[config.mk]
export PLATFORM = sky130hd
export DESIGN_NAME = key_debounce_repeat_flat
export DESIGN_NICKNAME = d
export VERILOG_FILES = /design/src/rtl/key_debounce_repeat_if.sv /design/src/rtl/key_debounce_repeat.sv /design/src/flat_wrapper.sv
export SDC_FILE = /design/constraint.sdc
export NUM_CORES = 1
export LEC_CHECK = 0
export CAP_MARGIN = 5
export CORE_ASPECT_RATIO = 0.5
export CORE_MARGIN = 2
export CORE_UTILIZATION = 50
export CTS_BUF_LIST = sky130_fd_sc_hd__clkbuf_8
export DETAILED_ROUTE_END_ITERATION = 8
export HOLD_SLACK_MARGIN = 0.02
export PLACE_DENSITY_LB_ADDON = 0.05
export SLEW_MARGIN = 20
export SYNTH_ARGS = -nofsm -noshare
export SYNTH_HDL_FRONTEND = slang
export SYNTH_SLANG_ARGS = --single-unit
[constraint.sdc]
create_clock -name clk -period 3.11 [get_ports clk]
set_input_delay 0.622 -clock clk [delete_from_list [all_inputs] [get_ports clk]]
set_output_delay 0.622 -clock clk [all_outputs]
set_load 0.005 [all_outputs]
[src/rtl/key_debounce_repeat_if.sv]
// Key channel bundle: raw active-low pins in, conditioned levels and pulses out.
// The conditioning stage takes the slave modport; the key source or bench takes the master modport.
interface key_debounce_repeat_if #(
   parameter int N_KEYS = 4
);
   logic [N_KEYS-1:0] key_N;
   logic [N_KEYS-1:0] key_level;
   logic [N_KEYS-1:0] key_press;
   logic [N_KEYS-1:0] key_release;
   logic [N_KEYS-1:0] key_long;

   modport master (
      output key_N,
      input  key_level,
      input  key_press,
      input  key_release,
      input  key_long
   );

   modport slave (
      input  key_N,
      output key_level,
      output key_press,
      output key_release,
      output key_long
   );
endinterface

[src/rtl/key_debounce_repeat.sv]
// Per-key sync, debounce, long-press and auto-repeat; press pulse lands in the cycle after edge p+2+DEBOUNCE_CYC.
// Outputs are registered one-cycle pulses and levels; there is no backpressure, so the consumer must take every pulse.
module key_debounce_repeat #(
   parameter int          N_KEYS       = 4,
   parameter int          DEBOUNCE_CYC = 20,
   parameter int          LONG_CYC     = 1000,
   parameter int          REPEAT_CYC   = 200,
   parameter logic [3:0]  REPEAT_MASK  = 4'b0011,
   parameter int          CNT_W        = 10
) (
   input  logic                    clk,
   input  logic                    rst_N,
   key_debounce_repeat_if.slave    kif
);

   typedef enum logic [2:0] {
      IDLE  = 3'd0,
      DB_DN = 3'd1,
      HELD  = 3'd2,
      RPT   = 3'd3,
      DB_UP = 3'd4
   } st_t;

   localparam logic [CNT_W-1:0] DB_LAST   = CNT_W'(DEBOUNCE_CYC - 1);
   localparam logic [CNT_W-1:0] LONG_LAST = CNT_W'(LONG_CYC - 1);
   localparam logic [CNT_W-1:0] RPT_LAST  = CNT_W'(REPEAT_CYC - 1);
   localparam logic [CNT_W-1:0] CNT_ONE   = CNT_W'(1);

   logic [N_KEYS-1:0] sync1_q;
   logic [N_KEYS-1:0] sync2_q;
   st_t               st_q  [N_KEYS];
   logic [CNT_W-1:0]  cnt_q [N_KEYS];
   logic [N_KEYS-1:0] level_q;
   logic [N_KEYS-1:0] press_q;
   logic [N_KEYS-1:0] release_q;
   logic [N_KEYS-1:0] long_q;

   always_ff @(posedge clk or negedge rst_N) begin
      if (!rst_N) begin
         sync1_q   <= '1;
         sync2_q   <= '1;
         level_q   <= '0;
         press_q   <= '0;
         release_q <= '0;
         long_q    <= '0;
         for (int i = 0; i < N_KEYS; i++) begin
            st_q[i]  <= IDLE;
            cnt_q[i] <= '0;
         end
      end else begin
         sync1_q   <= kif.key_N;
         sync2_q   <= sync1_q;
         press_q   <= '0;
         release_q <= '0;
         for (int i = 0; i < N_KEYS; i++) begin
            case (st_q[i])
               IDLE: begin
                  if (!sync2_q[i]) begin
                     st_q[i]  <= DB_DN;
                     cnt_q[i] <= '0;
                  end
               end
               DB_DN: begin
                  if (sync2_q[i]) begin
                     st_q[i] <= IDLE;
                  end else if (cnt_q[i] == DB_LAST) begin
                     st_q[i]    <= HELD;
                     cnt_q[i]   <= '0;
                     press_q[i] <= 1'b1;
                     level_q[i] <= 1'b1;
                  end else begin
                     cnt_q[i] <= cnt_q[i] + CNT_ONE;
                  end
               end
               HELD: begin
                  if (sync2_q[i]) begin
                     st_q[i]  <= DB_UP;
                     cnt_q[i] <= '0;
                  end else if (cnt_q[i] == LONG_LAST) begin
                     st_q[i]    <= RPT;
                     cnt_q[i]   <= '0;
                     long_q[i]  <= 1'b1;
                     press_q[i] <= REPEAT_MASK[i];
                  end else begin
                     cnt_q[i] <= cnt_q[i] + CNT_ONE;
                  end
               end
               RPT: begin
                  if (sync2_q[i]) begin
                     st_q[i]  <= DB_UP;
                     cnt_q[i] <= '0;
                  end else if (cnt_q[i] == RPT_LAST) begin
                     cnt_q[i]   <= '0;
                     press_q[i] <= REPEAT_MASK[i];
                  end else begin
                     cnt_q[i] <= cnt_q[i] + CNT_ONE;
                  end
               end
               DB_UP: begin
                  // A bounce during release goes back to HELD and restarts long/repeat timing.
                  if (!sync2_q[i]) begin
                     st_q[i]  <= HELD;
                     cnt_q[i] <= '0;
                  end else if (cnt_q[i] == DB_LAST) begin
                     st_q[i]      <= IDLE;
                     cnt_q[i]     <= '0;
                     release_q[i] <= 1'b1;
                     level_q[i]   <= 1'b0;
                     long_q[i]    <= 1'b0;
                  end else begin
                     cnt_q[i] <= cnt_q[i] + CNT_ONE;
                  end
               end
               default: begin
                  st_q[i]  <= IDLE;
                  cnt_q[i] <= '0;
               end
            endcase
         end
      end
   end

   assign kif.key_level   = level_q;
   assign kif.key_press   = press_q;
   assign kif.key_release = release_q;
   assign kif.key_long    = long_q;

endmodule
[src/flat_wrapper.sv]
// flat-port wrapper written by rule: the top's interface ports become plain ports
module key_debounce_repeat_flat 
#(
   parameter int          N_KEYS       = 4,
   parameter int          DEBOUNCE_CYC = 20,
   parameter int          LONG_CYC     = 1000,
   parameter int          REPEAT_CYC   = 200,
   parameter logic [3:0]  REPEAT_MASK  = 4'b0011,
   parameter int          CNT_W        = 10
)
  (clk, rst_N, kif_key_N, kif_key_level, kif_key_press, kif_key_release, kif_key_long);
  key_debounce_repeat_if #(.N_KEYS(N_KEYS)) kif_i ();
  input  logic clk;
  input  logic rst_N;
  input wire logic [$bits(kif_i.key_N)-1:0] kif_key_N;
  output wire logic [$bits(kif_i.key_level)-1:0] kif_key_level;
  output wire logic [$bits(kif_i.key_press)-1:0] kif_key_press;
  output wire logic [$bits(kif_i.key_release)-1:0] kif_key_release;
  output wire logic [$bits(kif_i.key_long)-1:0] kif_key_long;
  assign kif_i.key_N = kif_key_N;
  assign kif_key_level = kif_i.key_level;
  assign kif_key_press = kif_i.key_press;
  assign kif_key_release = kif_i.key_release;
  assign kif_key_long = kif_i.key_long;
  key_debounce_repeat #(.N_KEYS(N_KEYS), .DEBOUNCE_CYC(DEBOUNCE_CYC), .LONG_CYC(LONG_CYC), .REPEAT_CYC(REPEAT_CYC), .REPEAT_MASK(REPEAT_MASK), .CNT_W(CNT_W)) u_core (.clk(clk), .rst_N(rst_N), .kif(kif_i));
endmodule
Word level (Yosys, flattened, before mapping):

Index checks and enable logic that the tools add are counted.

* output and inout port bits: 16
* flip-flop bits (word level): 76
* logic and storage cells: 256
* input bits: 6

* add/subtract/negate cells: 4
* equal/unequal tests: 72
* muxes and demuxes: 132
* reductions and logical operators: 28

Operators with widths (count)
* 10-bit 2-to-1 mux: 32
* 10-bit one-hot mux with 5 select lines: 4
* 3-bit 2-to-1 mux: 32
* 3-bit one-hot mux with 5 select lines: 4
* 5-bit AND reduction: 12
* 1-bit 2-to-1 mux: 50
* 10-bit by 1-bit adder with 10-bit output, second input constant: 4
* 10-bit equality test, second input constant: 4
* 10-bit by 5-bit equality test with 1-bit output, second input constant: 4
* 10-bit by 8-bit equality test with 1-bit output, second input constant: 4
* 2-bit by 1-bit != test with 1-bit output, second input constant: 20
* 3-bit by 2-bit equality test with 1-bit output, second input constant: 8
* 2-bit != test, second input constant: 12
* 3-bit by 1-bit != test with 1-bit output, second input constant: 8
* 1-bit one-hot mux with 2 select lines: 8
* 2-bit nonzero test: 8
* 3-bit by 1-bit equality test with 1-bit output, second input constant: 4
* 3-bit equality test, second input constant: 4
* 3-bit zero test: 4
* 3-bit != test, second input constant: 4
* 2-bit AND reduction: 4
* 1-bit one-hot mux with 3 select lines: 2

Longest topological paths before layout:

Gate-level depths: netlist (run 1).

* word-level depth: 4
* gate-level depth with buffers: 7
* gate-level depth less buffers: 6

Worst setup path before layout (run 1):

No wires, ideal clock.

* path type: register to register
* start: register u_core.cnt_q[30] (netlist bit)
* end: register u_core.cnt_q[38] (netlist bit)
* slack: 1.308 ns
* data required time: 3.028 ns
* path buffers: 1
* stages on the path, launching flop included: 8
* data arrival time: 1.720 ns
* path through: dfrtp_1 -> ha_1 -> and2_1 -> and4_4 -> o32a_1 -> and2_1 -> buf_6 -> a22oi_2

* word-level cells in the longest chain between the ends: 4
* elaborated cells on any way between the ends: 12
* those cells by class: add/sub: 1; eq/ne: 3; mux: 8

Ends and longest elaborated chain
* start: declaration: line key_debounce_repeat.sv:32 `logic [CNT_W-1:0] cnt_q [N_KEYS];`
* start signal: indexed assignment: line key_debounce_repeat.sv:72 `cnt_q[i] <= cnt_q[i] + CNT_ONE;`
* start signal: indexed assignment: line key_debounce_repeat.sv:85 `cnt_q[i] <= cnt_q[i] + CNT_ONE;`
* start signal: indexed assignment: line key_debounce_repeat.sv:96 `cnt_q[i] <= cnt_q[i] + CNT_ONE;`
* 10-bit by 1-bit adder with 10-bit output, or another cell as far along
* 10-bit 2-to-1 mux, on equally long branches (2 in a row)
* 10-bit one-hot mux with 5 select lines *: line key_debounce_repeat.sv:56 `case (st_q[i])`

Mark *: on every way between the ends. The rest lies on a longest branch, timed or not. The select of a mux whose other input is x is not followed.
A chain may end at the register's enable or synchronous reset.

Final worst setup path (run 1):

* start: register u_core.cnt_q[20] (netlist bit)
* end: register u_core.cnt_q[24] (netlist bit)

The elaborated chain is that of the path after synthesis.

==> reports/metrics.cfg, run 1 <==
[run_status]
status = complete, no violations

[synthesis]
netlist_instances = 438
yosysMostFrequentCell = dfrtp_1
synth_commonest_cells = dfrtp_1 (68), nand2_1 (57), nor2_1 (31)
synth-edff-count = 0
ys_types = 65
ys_seq_elements = 76
synth_area_per_cell_um2 = 9.37
netlist_area_um2 = 4100
yosysTopAreaCellShare = 0.415
yosys_warnings = 0
ys.flop_type = dfrtp_1
synth_area_leaders = dfrtp_1 (41%), nand2_1 (5.2%), dfstp_2 (5.1%)
synth_fp_nets = 449
ys_seq_area_frac = 0.466
synthArstFlopShare = 1.00
yosysTopAreaCell = dfrtp_1

[routing]
routed_wl_mm = 7.95
drtPass1Iterations = 4
antenna_left = 0
m1WireLength_mm = 3.93
wl_per_cell_um = 13.9
drc_errors = 0
via_per_inst = 5.59
dr_wl_met2_mm = 3.70
wl_met3_um = 247
topRoutingLayerUsed = met4
first_iter_violations = 156
vias = 3193

[pwr]
ir_drop_mv = 0.323
cellPowerDensity_nw_per_um2 = 433
cellLeakagePower_nw = 1.86

[clock_tree]
ctsHoldBuffers = 0
clockBufferDepth = 2
path_clk_slew_ns = 0.08
cts-resized-gates = 0
cts_max_level = 3
clock_sinks = 76
clk_latency_ns = 0.36
root_buffer = clkbuf_8
post_cts_buffers = 0
cts_tree = yes
cts_made_buffers = 9

[timing]
skew_ns = 0.0109
relSlewSlack = 0.372
hold_viol = 0
min_period_ns = 1.98
holdWs_ns = 0.359
tightest_slew_ns = 0.942
drv_slew = 0
grt_setup_unrepaired = false
layout_setup_ws_ns = 1.13
finalCritPeriodShare = 0.636
finalSetupViolCount = 0
maxClockFrequency_mhz = 506
finalSetupTns_ns = 0

[worst_setup_path]
crit_chain = ha_1 > nand2b_1 > nor4_4 > o22ai_2 > a211oi_4 > o22ai_1
critPathMaxStageDelay_ns = 0.40
crit_type = reg2reg
path_max_fanout = 8
rr_worst_depth = 6
r2r_start = u_core.cnt_q[20]
cp_top_family = compound AO/OA/AOI/OAI gates
cp_num_buf_inv = 0
regToRegSetupSlack_ns = 1.13
cp.arrival_ns = 2.21
critPathLaunchType = flip-flop
critPathSlowestCell = dfrtp_1
startpoint = u_core.cnt_q[20]
end_kind = flip-flop
cp.required_ns = 3.34
timing.rr.end = u_core.cnt_q[24]

[finish]
n_antenna_cell = 0
final_nets = 465
syn_to_final_growth_pct = 11.0
drive_gt1_frac = 0.113

[global_route]
grt-ovfl-total = 0
grt_pass1_wl_mm = 13.7
track_usage = 0.193
antenna_found_initial = 0
grt_pass1_vias = 2987
grt_max_degree = 77

[placed_design]
port_buffers = 21
dp_slack_ns = 1.15
hpwl_mm = 5.52
routabilityCongestion = 0.853

[hold_path]
hold_depth = 0
min_to = u_core.sync2_q[0]
hp-start = u_core.sync1_q[0]
hold_class = reg2reg

[floorplanning]
start_util = 0.515
core_area_um2 = 7970
fp.dieW_um = 132
die_area_um2 = 8990
ios = 22
rows = 23
die_y_um = 68.1

[run]
maxCapViolations = 0

## power breakdown
part           leakage (nW)  switching [mW]  total, mW  internal (mW)
logic                 0.769           0.100      0.180         0.0794
registers              1.01          0.0652       1.10           1.04
clock network        0.0803           0.382      0.690          0.308
total                  1.86           0.548       1.97           1.42
## flip-flops by register name, summed over array words and instances (netlist names)
| signal | count |
|---|---|
| u_core.kif.key_press | 4 |
| u_core.kif.key_release | 4 |
| u_core.sync1_q | 4 |
| u_core.st_q | 12 |
| u_core.sync2_q | 4 |
| u_core.kif.key_long | 4 |
| u_core.kif.key_level | 4 |
| u_core.cnt_q | 40 |
## per-layer routing
layer	GRT usage	vias to the layer above
met4	0.0639	0
met5	0	-
met3	0.0548	9
met1	0.247	1547
met2	0.322	42
li1	-	1595
## cell usage in the layout, fill, tap and decap left out, drive strengths merged, types with 3 or more instances in the layout
cell and instances:
a211oi 4, a21o 3, a21oi 21, a22oi 3, a31oi 5, and2 11, and3 9, buf 3
clkbuf 10, clkdlybuf4s50 20, clkinvlp 4, dfrtp 68, dfstp 8, ha 5, inv 10, nand2 57
nand2b 9, nand3 26, nand3b 4, nand4 3, nand4b 3, nor2 33, nor2b 9, nor3 19
nor3b 9, nor4 4, nor4b 4, o211ai 3, o21ai 29, o22ai 14, or3 5, or3b 3
xnor2 9, xor2 9
## kinds of logic (layout without fill, tap and decap cells)
group	after synthesis	in the layout	synth area share
AO/OA/AOI/OAI	93	93	0.151
adder cells (fa/ha/maj)	5	5	0.0152
buffers and inverters	28	49	0.0311
multiplexers	2	2	0.00488
XOR/XNOR	18	18	0.0384
AND/OR/NAND/NOR	216	216	0.294
flip-flops	76	76	0.466
## worst max-delay path by stage
stage | endpoint | slack [ns] | cells after the start
floorplan | u_core.cnt_q[38] | 1.31 | 7
global placement | u_core.cnt_q[24] | 1.20 | 6
detailed placement | u_core.cnt_q[24] | 1.15 | 6
CTS | u_core.cnt_q[24] | 1.13 | 6
global route | u_core.cnt_q[24] | 0.94 | 6
finish | u_core.cnt_q[24] | 1.13 | 6
## worst register-to-register path, cell delays in order, from the launching register on
cell,delay (ns)
dfrtp_1,0.40
ha_1,0.21
nand2b_1,0.15
nor4_4,0.39
o22ai_2,0.20
a211oi_4,0.36
o22ai_1,0.15
## through the flow
step | total power, mW | std cells | instance area (um^2) | util
floorplan | 1.22 | 438 | 4100 | -
global placement | 1.29 | 555 | 4380 | 0.549
detailed placement | 1.30 | 555 | 4380 | 0.549
CTS | 2.00 | 571 | 4550 | 0.571
global route | 2.07 | 571 | 4550 | 0.571
finish | 1.97 | 571 | 4550 | 0.571
## layout make-up
cell class                      count  area (um^2)
Tap cell                          112          140
Fill cell                         711         3420
Sequential cell                    76         1910
Clock inverter                      6         40.0
Multi-Input combinational cell    334         2060
Clock buffer                       10          138
Timing Repair Buffer               23          223
Inverter                           10         37.5
(Power assumes the default switching activity.)
==> run 2, diff against run 1 <==
==> constraint.sdc (replaced) <==
create_clock -name clk -period 1.6 [get_ports clk]
set_input_delay 0.32 -clock clk [delete_from_list [all_inputs] [get_ports clk]]
set_output_delay 0.32 -clock clk [all_outputs]
set_load 0.005 [all_outputs]
==> reports/metrics.cfg, run 2 (synthesis gave the netlist of run 1 again) <==
[pwr]
cellInternalPower_mw = 3.34  ; +130%
power_mw = 4.48  ; +130%
ir_drop_mv = 0.539  ; +67%
power_frac_comb = 0.162  ; +0.071
p_seq_frac = 0.469  ; -0.090
cellLeakagePower_nw = 2.59  ; +40%
netSwitchingPower_mw = 1.14  ; +110%
cellPowerDensity_nw_per_um2 = 764  ; +76%
p_clk_frac = 0.369  ; +0.019
switching_share = 0.254  ; -0.0239

[worst_setup_path]
crit_chain = nor4b_4 > and3b_2 > o22ai_4 > a211oi_4 > buf_4 > nor2_1
crit_type = reg2reg
cp.arrival_ns = 1.98  ; -0.23 ns
path_max_fanout = 5  ; -3
critPathSlowestCell = dfrtp_1
cp_top_family = simple AND/OR/NAND/NOR gates
critPathLaunchType = flip-flop
cp_num_buf_inv = 1  ; +1
cp.required_ns = 1.84  ; -1.50 ns
critPathMaxStageDelay_ns = 0.43  ; +0.03 ns
end_kind = flip-flop

[timing]
maxClockFrequency_mhz = 576  ; +14%
finalSetupViolCount = 42  ; +42
holdWs_ns = 0.357  ; -0.00118 ns
skew_ns = 0.00688  ; -0.00398 ns
relSlewSlack = 0.732  ; +0.359
min_period_ns = 1.74  ; -0.241 ns
drv_slew = 0  ; unchanged
hold_viol = 0  ; unchanged
tightest_slew_ns = 0.399  ; -0.542 ns
finalSetupTns_ns = -3.31  ; -3.31 ns
layout_setup_ws_ns = -0.136  ; -1.27 ns
grt_setup_unrepaired = true
finalCritPeriodShare = 1.08  ; +0.449

[placed_design]
port_buffers = 21  ; unchanged
dp_cells = 641  ; +15%
routabilityCongestion = 0.873  ; +2.4%
dp_slack_ns = -0.232  ; -1.38 ns
hpwl_mm = 6.97  ; +26%
post_dp_cell_area_um2 = 5070  ; +16%

[floorplanning]
die_area_um2 = 8990  ; unchanged
start_util = 0.515  ; unchanged
fp.dieW_um = 132  ; unchanged
die_y_um = 68.1  ; unchanged
rows = 23  ; unchanged
core_area_um2 = 7970  ; unchanged
ios = 22  ; unchanged

[clock_tree]
root_buffer = clkbuf_8
cts_max_level = 3  ; unchanged
clk_latency_ns = 0.35  ; about the same
path_clk_slew_ns = 0.08  ; about the same
cts_made_buffers = 9  ; unchanged
cts_tree = yes
clockBufferDepth = 2  ; unchanged
clock_sinks = 76  ; unchanged

[finish]
final_nets = 571  ; +23%
regMostFlops = u_core.cnt_q
syn_to_final_growth_pct = 43.0
largest_register_ffs = 40  ; unchanged
fill_cells = 572  ; -20%
finalNonFillerCells = 677  ; +19%
n_antenna_cell = 0  ; unchanged
reg_top3 = u_core.cnt_q (40), u_core.st_q (12)
fin_area_um2 = 5870  ; +29%
mostFrequentLayoutCells = buf_4 (100), dfrtp_1 (66), nand2_1 (57)
fin_util = 0.736  ; +0.165
final_common_cell = buf_4
drive_gt1_frac = 0.381  ; +0.267

[global_route]
grt_max_degree = 31  ; -60%
track_usage = 0.238  ; +0.0459
antenna_found_initial = 0  ; unchanged
grt_pass1_wl_mm = 16.7  ; +22%
grt_pass1_vias = 3671  ; +23%
grt-ovfl-total = 0  ; unchanged

[routing]
wl_per_cell_um = 15.5  ; +11%
drc_errors = 0  ; unchanged
topRoutingLayerUsed = met4
vias = 3733  ; +17%
wl_met3_um = 347  ; +40%
m1WireLength_mm = 4.58  ; +17%
routed_wl_mm = 10.5  ; +32%
dr_wl_met2_mm = 5.37  ; +45%
drtPass1Iterations = 5  ; +1
first_iter_violations = 181  ; +16%
antenna_left = 0  ; unchanged
via_per_inst = 5.51  ; -1.4%

[run_status]
violations = negative setup slack
status = finished with violations

[run]
maxCapViolations = 0  ; unchanged

[hold_path]
hold_class = reg2reg

-- run 2: cell count changes in the layout (fill, tap and decap cells not counted), sizes merged --
cell           delta
clkdlybuf4s50     -4
clkinvlp          -3
clkbuf            +1
buf             +105
bufinv            +2
dlygate4sd3       +1
dlymetal6s2s      +4
inv               +1
clkinv            -1
-- run 2: repair_timing --
| action | in CTS | in global routing |
|---|---|---|
| endpoints found under the setup margin | 47 | 61 |
| pin swaps | 30 | 22 |
| hold buffers | 1 | 0 |
| resized for setup | 49 | 49 |
| hold endpoints to repair | 20 | 0 |
| buffers inserted | 13 | 8 |
-- run 2: routing by layer --
layer,track usage,vias to the layer above
li1,-,1808
met1,0.280,1824
met2,0.432,79
met3,0.0600,22
met4,0.0992,0
met5,0,-
-- run 2: power by group through the flow --
| stage | sequential, mW | clock, mW | combinational, mW |
|---|---|---|---|
| 3_3_place_gp | 2.12 | 0 | 0.545 |
| 3_5_place_dp | 2.13 | 0 | 0.563 |
| 2_1_floorplan | 2.13 | 0 | 0.261 |
| 4_1_cts | 2.10 | 1.69 | 0.657 |
| 5_1_grt | 2.11 | 1.80 | 0.795 |
| 6_report | 2.10 | 1.66 | 0.724 |
-- run 2: worst paths after layout --
check | end | cells past startpoint | start | slack (ns)
worst max-delay path | u_core.cnt_q[25] | 6 | u_core.cnt_q[22] | -0.14
worst min-delay path | u_core.sync2_q[1] | 0 | u_core.sync1_q[1] | 0.36
worst max register to register | u_core.cnt_q[25] | 6 | u_core.cnt_q[22] | -0.14
worst min register to register | u_core.sync2_q[1] | 0 | u_core.sync1_q[1] | 0.36
max in group asynchronous | u_core.sync1_q[0] | 3 | rst_N | 0.60
min in group asynchronous | u_core.st_q[7] | 2 | rst_N | 0.43
-- run 2: cell type report --
type | count | area [um^2] | area share
clock buffers | 11 | 151 | 0.0258
well taps | 112 | 140 | 0.0239
flip-flops and latches | 76 | 1910 | 0.326
clock inverters | 5 | 76.3 | 0.0130
repair buffers | 129 | 1070 | 0.182
multi-input cells | 334 | 2480 | 0.423
inverters | 10 | 37.5 | 0.00640
==> run 3, diff against run 2 <==
--- a/config.mk
+++ b/config.mk
@@ -9,7 +9,7 @@
 export CORE_ASPECT_RATIO = 0.5
 export CORE_MARGIN = 2
 export CORE_UTILIZATION = 50
-export CTS_BUF_LIST = sky130_fd_sc_hd__clkbuf_8
+export CTS_BUF_LIST = sky130_fd_sc_hd__clkbuf_4 sky130_fd_sc_hd__clkbuf_8
 export DETAILED_ROUTE_END_ITERATION = 8
 export HOLD_SLACK_MARGIN = 0.02
 export PLACE_DENSITY_LB_ADDON = 0.05
==> reports/metrics.cfg, run 3 (synthesis gave the netlist of run 1 again) <==
[routing]
vias = 3754  ; +0.56%
drtPass1Iterations = 7  ; +2
routed_wl_mm = 10.6  ; +1.0%
via_per_inst = 5.54  ; +0.41%
drc_errors = 0  ; unchanged
antenna_left = 0  ; unchanged
first_iter_violations = 163  ; -9.9%
wl_per_cell_um = 15.7  ; +0.85%

[clock_tree]
clock_sinks = 76  ; unchanged
clk_latency_ns = 0.35  ; about the same
cts_made_buffers = 9  ; unchanged
path_clk_slew_ns = 0.07  ; about the same
root_buffer = clkbuf_8
cts_tree = yes
clockBufferDepth = 2  ; unchanged
cts_max_level = 3  ; unchanged

[finish]
fin_area_um2 = 5880  ; +0.23%
drive_gt1_frac = 0.385  ; +0.00463
fin_util = 0.738  ; +0.00173
mostFrequentLayoutCells = buf_4 (101), dfrtp_1 (66), nand2_1 (57)
final_nets = 572  ; +0.18%
reg_top3 = u_core.cnt_q (40), u_core.st_q (12)
final_common_cell = buf_4
regMostFlops = u_core.cnt_q
syn_to_final_growth_pct = 43.4
largest_register_ffs = 40  ; unchanged
n_antenna_cell = 0  ; unchanged

[timing]
drv_slew = 0  ; unchanged
layout_setup_ws_ns = -0.159  ; -0.0235 ns
maxClockFrequency_mhz = 568  ; -1.3%
relSlewSlack = 0.733  ; +0.00133
finalCritPeriodShare = 1.10  ; +0.0147
hold_viol = 0  ; unchanged
skew_ns = 0.00671  ; -0.000169 ns
grt_setup_unrepaired = true
tightest_slew_ns = 0.397  ; -0.00198 ns
finalSetupViolCount = 44  ; +4.8%
min_period_ns = 1.76  ; +0.0235 ns

[worst_setup_path]
cp.arrival_ns = 1.99  ; about the same
cp.required_ns = 1.83  ; about the same
regToRegSetupSlack_ns = -0.16  ; -0.02 ns
end_kind = flip-flop
path_max_fanout = 6  ; +1
rr_worst_depth = 7  ; +1
crit_type = reg2reg
critPathLaunchType = flip-flop

[floorplanning]
rows = 23  ; unchanged
die_y_um = 68.1  ; unchanged
ios = 22  ; unchanged
fp.dieW_um = 132  ; unchanged
start_util = 0.515  ; unchanged
die_area_um2 = 8990  ; unchanged
core_area_um2 = 7970  ; unchanged

[pwr]
ir_drop_mv = 0.488  ; -9.5%
power_mw = 4.52  ; +0.86%
cellLeakagePower_nw = 2.59  ; +0.16%
cellPowerDensity_nw_per_um2 = 768  ; +0.63%

[placed_design]
hpwl_mm = 6.97  ; unchanged
port_buffers = 21  ; unchanged
routabilityCongestion = 0.873  ; unchanged
dp_slack_ns = -0.232  ; unchanged
post_dp_cell_area_um2 = 5070  ; unchanged

[run]
maxCapViolations = 0  ; unchanged

[global_route]
track_usage = 0.239  ; +0.000337
grt_pass1_vias = 3669  ; -0.054%
grt-ovfl-total = 0  ; unchanged
grt_pass1_wl_mm = 16.7  ; +0.20%
grt_max_degree = 31  ; unchanged
antenna_found_initial = 0  ; unchanged

[run_status]
violations = negative setup slack
status = finished with violations

[hold_path]
hold_class = reg2reg
hold_depth = 0  ; unchanged

==> run 3: cell types whose count changed in the layout (fill, tap and decap cells not counted), sizes merged <==
cell	delta
dlymetal6s2s	-1
clkbuf	+1
buf	+1
inv	-1
clkdlybuf4s50	+1
==> run 3: worst paths after layout <==
check,start,endpoint
worst max-delay path,u_core.cnt_q[11],u_core.cnt_q[15]
worst min-delay path,u_core.sync1_q[1],u_core.sync2_q[1]
worst min register to register,u_core.sync1_q[1],u_core.sync2_q[1]
worst max register to register,u_core.cnt_q[11],u_core.cnt_q[15]
max in group asynchronous,rst_N,u_core.sync1_q[0]
min in group asynchronous,rst_N,u_core.st_q[7]
==> run 3: per-layer routing <==
layer / global-route usage / part of all wire / vias to the layer above
met5: 0 / 0 / -
met4: 0.0992 / 0.016 / 0
met3: 0.0600 / 0.039 / 20
met2: 0.432 / 0.52 / 91
met1: 0.281 / 0.43 / 1833
li1: - / - / 1810
==> run 3: stage by stage <==
stage	setup TNS, ns	hold slack (ns)	std cells
after floorplan	-0.768	0.0244	438
after global placement	-2.56	0.242	641
after detailed placement	-4.98	0.246	641
after CTS	-2.40	0.351	671
after global routing	-6.81	0.342	678
final	-3.61	0.357	678
==> run 3: cell type report <==
class	instances	area [um^2]
multi-input combinational	334	2480
inverter	10	37.5
tap	112	140
sequential	76	1910
fill	567	2090
timing repair buffer	130	1070
clock inverter	4	72.6
clock buffer	12	159
==> run 3: critical path, stage by stage (launching register included) <==
cell and delay [ns]:
dfrtp_1 0.41, ha_4 0.17, nor4b_2 0.30, and2_4 0.25, a211oi_4 0.05, buf_6 0.15
nor2_4 0.21, a21oi_2 0.08
==> run 3: report_power, final <==
group	switching, mW	internal, mW	total [mW]
logic	0.360	0.384	0.744
registers	0.0879	2.01	2.10
clock network	0.695	0.979	1.67
==> run 3: timing repair <==
action,CTS,global route
hold endpoints to repair,20,0
gates resized for setup,49,49
setup endpoints to repair,47,60
hold buffers,1,0
buffers inserted,13,9
pin swaps,30,23
